File: src/rtl/uart_hex_pkg.sv
// Shared types and helpers for the two-requester UART hex word scheduler.
package uart_hex_pkg;

    localparam int WORD_W    = 34;
    localparam int HEX_CHARS = 9;
    localparam int SHIFT_W   = 36;
    localparam int CNT_W     = 4;

    typedef enum logic [2:0] {
        IDLE,
        SEND,
        WAIT_ACK,
        WAIT_DONE,
        NEXT
    } state_t;

    // Lowercase ASCII for one nibble.
    function automatic logic [7:0] hex_ascii(input logic [3:0] nib);
        logic [7:0] ch;
        if (nib < 4'd10) begin
            ch = 8'h30 + {4'h0, nib};
        end else begin
            ch = 8'h57 + {4'h0, nib};
        end
        return ch;
    endfunction

endpackage

File: src/rtl/uart_hex_rr_arb.sv
// Two-way round-robin arbiter; the pointer moves past whichever requester just finished.
module uart_hex_rr_arb (
    input  logic       clk,
    input  logic       rst_n,
    input  logic [1:0] req,
    input  logic       advance,
    input  logic [1:0] owner,
    output logic [1:0] gnt
);

    // 0: A wins a tie, 1: B wins a tie
    logic ptr_reg;

    always_ff @(posedge clk or negedge rst_n) begin
        if (!rst_n) begin
            ptr_reg <= 1'b0;
        end else if (advance) begin
            ptr_reg <= owner[0];
        end
    end

    always_comb begin
        gnt = req;
        if (req == 2'b11) begin
            gnt = ptr_reg ? 2'b10 : 2'b01;
        end
    end

endmodule

File: src/rtl/uart_hex_tx_sched.sv
// Schedules 34-bit words from two requesters onto one UART as lowercase hex text,
// one character per TxStart/TxBusy handshake.
module uart_hex_tx_sched
    import uart_hex_pkg::*;
#(
    parameter bit         SEND_EOL    = 1'b1,
    parameter logic [7:0] EOL_CHAR    = 8'h0A,
    parameter int         ACK_TIMEOUT = 16
) (
    input  logic              i_clk,
    input  logic              i_reset,
    input  logic              i_stb_a,
    input  logic [WORD_W-1:0] i_word_a,
    output logic              o_busy_a,
    input  logic              i_stb_b,
    input  logic [WORD_W-1:0] i_word_b,
    output logic              o_busy_b,
    output logic [1:0]        o_grant,
    output logic [7:0]        o_tx_data,
    output logic              o_tx_start,
    input  logic              i_tx_busy
);

    localparam int                 TIMER_W    = $clog2(ACK_TIMEOUT);
    localparam logic [TIMER_W-1:0] TIMER_LAST = TIMER_W'(ACK_TIMEOUT - 1);
    localparam logic [CNT_W-1:0]   EOL_IDX    = CNT_W'(HEX_CHARS);
    localparam logic [CNT_W-1:0]   LAST_CHAR  = SEND_EOL ? CNT_W'(HEX_CHARS) : CNT_W'(HEX_CHARS - 1);

    state_t              state_reg, state_next;
    logic [WORD_W-1:0]   word_a_reg, word_a_next;
    logic [WORD_W-1:0]   word_b_reg, word_b_next;
    logic                busy_a_reg, busy_a_next;
    logic                busy_b_reg, busy_b_next;
    logic [1:0]          grant_reg, grant_next;
    logic [7:0]          tx_data_reg, tx_data_next;
    logic                tx_start_reg, tx_start_next;
    logic [SHIFT_W-1:0]  shift_reg, shift_next;
    logic [CNT_W-1:0]    char_cnt_reg, char_cnt_next;
    logic [TIMER_W-1:0]  timer_reg, timer_next;
    logic                release_word;
    logic [1:0]          arb_gnt;
    logic [7:0]          cur_char;

    uart_hex_rr_arb u_arb (
        .clk     (i_clk),
        .rst_n   (i_reset),
        .req     ({busy_b_reg, busy_a_reg}),
        .advance (release_word),
        .owner   (grant_reg),
        .gnt     (arb_gnt)
    );

    // The control pair is zero-extended so it is sent as an ordinary nibble first.
    assign cur_char = (char_cnt_reg == EOL_IDX) ? EOL_CHAR
                                                : hex_ascii(shift_reg[SHIFT_W-1 -: 4]);

    always_ff @(posedge i_clk or negedge i_reset) begin
        if (!i_reset) begin
            state_reg    <= IDLE;
            word_a_reg   <= '0;
            word_b_reg   <= '0;
            busy_a_reg   <= 1'b0;
            busy_b_reg   <= 1'b0;
            grant_reg    <= 2'b00;
            tx_data_reg  <= 8'h00;
            tx_start_reg <= 1'b0;
            shift_reg    <= '0;
            char_cnt_reg <= '0;
            timer_reg    <= '0;
        end else begin
            state_reg    <= state_next;
            word_a_reg   <= word_a_next;
            word_b_reg   <= word_b_next;
            busy_a_reg   <= busy_a_next;
            busy_b_reg   <= busy_b_next;
            grant_reg    <= grant_next;
            tx_data_reg  <= tx_data_next;
            tx_start_reg <= tx_start_next;
            shift_reg    <= shift_next;
            char_cnt_reg <= char_cnt_next;
            timer_reg    <= timer_next;
        end
    end

    always_comb begin
        state_next    = state_reg;
        word_a_next   = word_a_reg;
        word_b_next   = word_b_reg;
        busy_a_next   = busy_a_reg;
        busy_b_next   = busy_b_reg;
        grant_next    = grant_reg;
        tx_data_next  = tx_data_reg;
        tx_start_next = 1'b0;
        shift_next    = shift_reg;
        char_cnt_next = char_cnt_reg;
        timer_next    = timer_reg;
        release_word  = 1'b0;

        // A full holding register ignores strobes until its word has gone out.
        if (i_stb_a && !busy_a_reg) begin
            word_a_next = i_word_a;
            busy_a_next = 1'b1;
        end
        if (i_stb_b && !busy_b_reg) begin
            word_b_next = i_word_b;
            busy_b_next = 1'b1;
        end

        case (state_reg)
            IDLE: begin
                if (arb_gnt != 2'b00) begin
                    grant_next    = arb_gnt;
                    shift_next    = arb_gnt[1] ? {2'b00, word_b_reg} : {2'b00, word_a_reg};
                    char_cnt_next = '0;
                    state_next    = SEND;
                end
            end
            SEND: begin
                if (!i_tx_busy) begin
                    tx_data_next  = cur_char;
                    tx_start_next = 1'b1;
                    timer_next    = '0;
                    state_next    = WAIT_ACK;
                end
            end
            WAIT_ACK: begin
                // A UART that never shows busy still counts the char as sent.
                if (i_tx_busy) begin
                    state_next = WAIT_DONE;
                end else if (timer_reg == TIMER_LAST) begin
                    state_next = NEXT;
                end else begin
                    timer_next = timer_reg + TIMER_W'(1);
                end
            end
            WAIT_DONE: begin
                if (!i_tx_busy) begin
                    state_next = NEXT;
                end
            end
            NEXT: begin
                if (char_cnt_reg != LAST_CHAR) begin
                    char_cnt_next = char_cnt_reg + CNT_W'(1);
                    shift_next    = shift_reg << 4;
                    state_next    = SEND;
                end else begin
                    release_word = 1'b1;
                    if (grant_reg[0]) begin
                        busy_a_next = 1'b0;
                    end
                    if (grant_reg[1]) begin
                        busy_b_next = 1'b0;
                    end
                    grant_next = 2'b00;
                    state_next = IDLE;
                end
            end
            default: begin
                state_next = IDLE;
            end
        endcase
    end

    assign o_busy_a   = busy_a_reg;
    assign o_busy_b   = busy_b_reg;
    assign o_grant    = grant_reg;
    assign o_tx_data  = tx_data_reg;
    assign o_tx_start = tx_start_reg;

endmodule

File: config.mk
export PLATFORM = sky130hd
export DESIGN_NAME = uart_hex_tx_sched
export DESIGN_NICKNAME = d
export VERILOG_FILES = /design/src/rtl/uart_hex_pkg.sv /design/src/rtl/uart_hex_rr_arb.sv /design/src/rtl/uart_hex_tx_sched.sv
export SDC_FILE = /design/constraint.sdc
export NUM_CORES = 1
export LEC_CHECK = 0
export CORE_ASPECT_RATIO = 1.25
export CORE_MARGIN = 2
export CORE_UTILIZATION = 44
export CTS_CLUSTER_SIZE = 25
export DETAILED_ROUTE_END_ITERATION = 12
export MAX_ROUTING_LAYER = met4
export PLACE_DENSITY = 0.74
export SKIP_LAST_GASP = 1
export SYNTH_ARGS = -nofsm -noshare
export SYNTH_HDL_FRONTEND = slang
export SYNTH_SLANG_ARGS = --single-unit
export TNS_END_PERCENT = 1
File: constraint.sdc
create_clock -name i_clk -period 5.1 [get_ports i_clk]
set_clock_uncertainty 0.2 [all_clocks]
set_input_delay 1.02 -clock i_clk [delete_from_list [all_inputs] [get_ports i_clk]]
set_output_delay 1.02 -clock i_clk [all_outputs]
set_load 0.02 [all_outputs]
==> results of run 1 <==
area by class of cell:
class                      count  area share [%]
clock buffer                  23           6.364
clock inverter                 9           1.804
inverter                       8          0.4084
multi-input combinational    347           33.15
sequential                   128           43.56
tap                          171           2.910
timing repair buffer          88           11.81
per-stage QoR:
stage | area, µm² | hold slack, ns
after CTS | 7353 | 0.2852
after detailed placement | 6753 | 0.2721
after global placement | 6753 | 0.2603
after floorplan | 5821 | 0.2659
final | 7353 | 0.2807
after global routing | 7353 | 0.3134
synth_stat cells (3+ instances only):
library cell  count
nand3_1           5
or3_1            58
o21ai_0          12
a22o_1            7
nand2_1          82
mux2_2           72
dfrtp_1         128
buf_2            16
ha_1              4
nor3_1            5
nor2_1            8
inv_1             8
a21oi_1           5
o211ai_1         28
clkbuf_1         20
mux2i_1           3
a31oi_1          33
logic make-up (layout without fill, tap and decap cells):
family / Yosys count / after routing / share of synthesized area, %
XOR/XNOR: 2 / 2 / 0.3010
other: 1 / 1 / 0.06443
adder cells (fa/ha/maj): 4 / 4 / 0.8599
multiplexers: 75 / 75 / 14.45
flip-flops: 128 / 128 / 55.03
buffers and inverters: 46 / 128 / 3.396
AND/OR/NAND/NOR: 169 / 169 / 14.57
AO/OA/AOI/OAI: 96 / 96 / 11.33
power by group through the flow:
stage	logic (mW)	clock network [mW]	registers, mW
6_report	0.837	1.22	1.47
5_1_grt	0.932	1.29	1.50
4_1_cts	0.841	1.23	1.46
3_5_place_dp	0.828	0	1.48
3_3_place_gp	0.796	0	1.46
2_1_floorplan	0.541	0	1.46
worst paths after layout:
| path | from | to | slack [ns] | cells after the start |
|---|---|---|---|---|
| setup / recovery | o_busy_b | o_busy_b | 2.23 | 1 |
| hold / removal | o_tx_data[5] | o_tx_data[5] | 0.28 | 2 |
| setup reg to reg | state_reg[0] | o_grant[0] | 2.35 | 4 |
| hold reg to reg | o_tx_data[5] | o_tx_data[5] | 0.28 | 2 |
| max in group asynchronous | i_reset | o_tx_data[6] | 3.28 | 2 |
| min in group asynchronous | i_reset | word_a_reg[4] | 0.45 | 1 |
routing by layer:
layer / global-route usage (%) / vias to the layer above / share of wire, %
met5: - / - / 0
met4: 8.658 / 0 / 2.2
met3: 4.532 / 25 / 5.1
met2: 33.40 / 162 / 52
met1: 24.85 / 2197 / 41
li1: - / 2019 / -
==> impl_metrics.csv, run 1 <==
group,metric,value,unit
placement,dp_slack,1.938,ns
floorplan,die_height,132.6,µm
synth,ys_warn_count,0,
job,maxCapViolations,0,
floorplan,die-area,14170,µm²
critical_path,crit_path_max_incr_delay,0.68,ns
synth,yosys.area.top_type,"dfrtp_1",
power,power_density,479.7,nW/µm²
routing,postRouteWirelength,13160,µm
clock_network,path_clk_slew,0.06,ns
synth,synth_edf_count,0,
sta,min_period,2.874,ns
synth,ys_seq_area_share,55.03,%
sta,period_share,56.35,%
routing,antenna_left,0,
floorplan,rows,47,
power,seqPwrFrac,41.6,%
final_layout,final_layout_size_suffix_gt1_share,18.74,%
final_layout,finalCoreUtilization,56.33,%
placement,port_buffers,84,
final_layout,seq_area,3203,µm²
final_layout,diodes,0,
power,p_sw_share,30.05,%
routing,drc,0,
final_layout,multiInputGateArea,2437,µm²
sta,setup_tns,0,ns
floorplan,start_util,44.59,%
placement,dpl.hpwl,8549,µm
critical_path,required,3.88,ns
power,combPwrFrac,23.7,%
floorplan,core_area,13060,µm²
placement,place_inst,742,
critical_path,critPathArrivalTime,1.65,ns
synth,ys_types,40,
clock_network,cts_sinks,128,
routing,firstDrtPassIters,5,
routing,vias,4403,
sta,fmax,348.0,MHz
global_route,overflow,0,
synth,synth_area,5821,µm²
final_layout,n_fill_cell,1105,
synth,ys_seq_elements,128,
sta,tightest_slew,1.322,ns
global_route,grt_pass1_wl,22540,µm
global_route,grt_usage,20.61,%
critical_path,critPathSlowestCell,"clkdlybuf4s50_1",
synth,avgSynthCellArea,11.17,µm²
critical_path,worstPathCellList,"clkdlybuf4s50_1",
critical_path,path_delay_family,"buffers and inverters",
outcome,status,"finished, final reports clean",
sta,finalMaxSlewViolations,0,
final_layout,final_common_cell,"dfrtp_1",
global_route,grt_max_degree,57,
final_layout,largest_reg_flops,36,
synth,synth.area.top_cells,"dfrtp_1 55%, mux2_2 14%, or3_1 6.2%",
placement,place_congestion,0.8120,
power,peakVddDrop,253.8,µV
sta,layout_setup_ws,2.226,ns
power,power.leakage,3.015,nW
worst_hold_path,hold_class,"flop to flop",
routing,drt_iter0_drc,230,
final_layout,layout_common_cells,"128 x dfrtp_1, 83 x clkdlybuf4s50_1, 82 x nand2_1",
synth,syn_inst,521,
synth,synth_top_cell_area_share,55.03,%
power,clkPwrFrac,34.6,%
final_layout,instances_no_fill,774,
clock_network,cts_buffers,17,
critical_path,worstSetupStartpointType,"flop",
power,finalPower,3.527,mW
floorplan,pin_count,86,
final_layout,area_growth,26.33,%
global_route,antenna_found_initial,0,
critical_path,cp-end-kind,"output pin",
critical_path,critPathKind,"flop to output pin",
clock_network,root_buffer,"clkbuf_16",
critical_path,crit_buf_inv,1,
sta,slew_headroom,11.79,%
clock_network,post-cts-setup-buffer-count,0,
routing,vias_per_cell,5.689,
synth,syn-num-nets,598,
final_layout,nets,667,
power,switchingPower,1.060,mW
clock_network,cts_hold_buf,0,
routing,wl_per_cell,17.00,µm
sta,rsz0062_at_grt,"false",
synth,async_reset_ff_share,100.0,%
power,p_int,2.467,mW
global_route,grt_pass1_vias,4715,
sta,hold_viol,0,
sta,setup-violations-final,0,
clock_network,post_cts_resized,0,
clock_network,clk_latency,0.41,ns
clock_network,cts_tree,"built",
critical_path,crit_fanout,8,
synth,synth_flop_cell,"dfrtp_1",
clock_network,htreeDepth,4,
floorplan,die_x,106.9,µm
clock_network,ctsLongestPathBuffers,2,
Power figures use the tool's default switching activity.
==> inputs of run 2 (changes only) <==
PLACE_DENSITY = 0.77   (was 0.74)
clock period = 2.5 ns   (was 5.1 ns; I/O delays follow)
==> run 2 against run 1 <==
Net effect:
- first-iteration DRC count rose by 33%
- combinational power is 110% higher
- hold slack gained 0.0050 ns
- non-clock buffer count is 9 higher
- via count rose by 0.50%
- cell count grew 1.2%
- routed wire length decreased by 0.52%
- total power is 100% higher
- sequential share of layout area shrank 0.76 points
- die area did not move
- global-route usage fell by 0.28 points
- largest cell class unchanged
==> impl_metrics.csv, run 2 (synthesis results as in run 1) <==
group,metric,value,unit
critical_path,crit_fanout,8,
final_layout,final_layout_size_suffix_gt1_share,19.93,%
global_route,grt_pass1_wl,22020,µm
routing,drt_iter0_drc,307,
floorplan,rows,47,
floorplan,die_x,106.9,µm
global_route,grt_usage,20.33,%
placement,port_buffers,84,
floorplan,pin_count,86,
power,power_density,964.8,nW/µm²
routing,wl_per_cell,16.72,µm
sta,setup_tns,0,ns
routing,vias,4425,
routing,drc,0,
clock_network,cts_hold_buf,1,
clock_network,root_buffer,"clkbuf_16",
critical_path,worstPathCellList,"clkdlybuf4s50_1",
clock_network,cts_buffers,17,
global_route,antenna_found_initial,0,
critical_path,crit_path_max_incr_delay,0.68,ns
clock_network,clk_latency,0.42,ns
floorplan,core_area,13060,µm²
routing,antenna_left,0,
clock_network,ctsLongestPathBuffers,2,
critical_path,worstSetupStartpointType,"flop",
final_layout,nets,676,
sta,tightest_slew,0.9144,ns
sta,finalMaxSlewViolations,0,
critical_path,required,1.80,ns
sta,setup-violations-final,0,
final_layout,area_growth,28.59,%
final_layout,diodes,0,
sta,fmax,426.9,MHz
power,peakVddDrop,559.2,µV
sta,layout_setup_ws,0.1576,ns
placement,place_congestion,0.8390,
global_route,grt_pass1_vias,4613,
sta,period_share,93.70,%
routing,firstDrtPassIters,5,
routing,postRouteWirelength,13090,µm
floorplan,die_height,132.6,µm
worst_hold_path,hold_class,"flop to flop",
global_route,grt_max_degree,51,
sta,hold_viol,0,
sta,rsz0062_at_grt,"false",
final_layout,layout_common_cells,"128 x dfrtp_1, 83 x clkdlybuf4s50_1, 82 x nand2_1",
critical_path,path_delay_family,"buffers and inverters",
global_route,overflow,0,
placement,dpl.hpwl,8613,µm
clock_network,cts_tree,"built",
critical_path,critPathSlowestCell,"clkdlybuf4s50_1",
floorplan,start_util,44.59,%
clock_network,post_cts_resized,0,
floorplan,die-area,14170,µm²
placement,dp_slack,0.2097,ns
final_layout,instances_no_fill,783,
placement,place_inst,750,
final_layout,final_common_cell,"dfrtp_1",
critical_path,cp-end-kind,"output pin",
clock_network,path_clk_slew,0.06,ns
clock_network,post-cts-setup-buffer-count,0,
final_layout,n_fill_cell,1069,
critical_path,critPathKind,"flop to output pin",
power,power.leakage,3.072,nW
clock_network,cts_sinks,128,
sta,slew_headroom,38.98,%
sta,min_period,2.342,ns
final_layout,largest_reg_flops,36,
outcome,status,"finished, final reports clean",
clock_network,htreeDepth,4,
job,maxCapViolations,0,
critical_path,critPathArrivalTime,1.64,ns
critical_path,crit_buf_inv,1,
routing,vias_per_cell,5.651,
## run 2: final cells by class
cell class | count | area (µm²) | share of cell area [%]
clock buffers | 22 | 464.2 | 6.202
clock inverters | 10 | 135.1 | 1.805
inverters | 8 | 30.03 | 0.4012
multi-input cells | 347 | 2437 | 32.56
flip-flops and latches | 128 | 3203 | 42.80
well taps | 171 | 214.0 | 2.859
repair buffers | 97 | 1001 | 13.37
## run 2: per-layer routing
| metal | vias up | routed length, µm | global-route usage [%] |
|---|---|---|---|
| li1 | 2041 | - | - |
| met1 | 2235 | 5500 | 24.96 |
| met2 | 132 | 6726 | 32.09 |
| met3 | 17 | 665 | 5.567 |
| met4 | 0 | 195 | 7.720 |
| met5 | - | 0 | - |
## run 2: final timing paths
path / start / end / slack, ns / depth (start not counted)
max: o_busy_b / o_busy_b / 0.16 / 1
min: o_tx_data[3] / o_tx_data[3] / 0.29 / 2
max reg2reg: o_busy_b / shift_reg[31] / 0.43 / 5
min reg2reg: o_tx_data[3] / o_tx_data[3] / 0.29 / 2
max in group asynchronous: i_reset / word_a_reg[9] / 1.08 / 3
min in group asynchronous: i_reset / word_b_reg[32] / 0.39 / 2
## run 2: through the flow
step / hold WS (ns) / power [mW] / util, % / instance area (µm²)
2_1_floorplan: 0.004409 / 4.080 / - / 5821
3_5_place_dp: 0.2776 / 4.750 / 52.66 / 6875
6_report: 0.2858 / 7.222 / 57.33 / 7485
5_1_grt: 0.3147 / 7.604 / 57.33 / 7485
4_1_cts: 0.2902 / 7.268 / 57.33 / 7485
3_3_place_gp: 0.2649 / 4.666 / 52.66 / 6875
## run 2: where the power goes
group | internal (mW) | switching, mW
Clock | 1.61 | 0.870
Combinational | 0.844 | 0.898
Sequential | 2.62 | 0.380
Total | 5.07 | 2.15
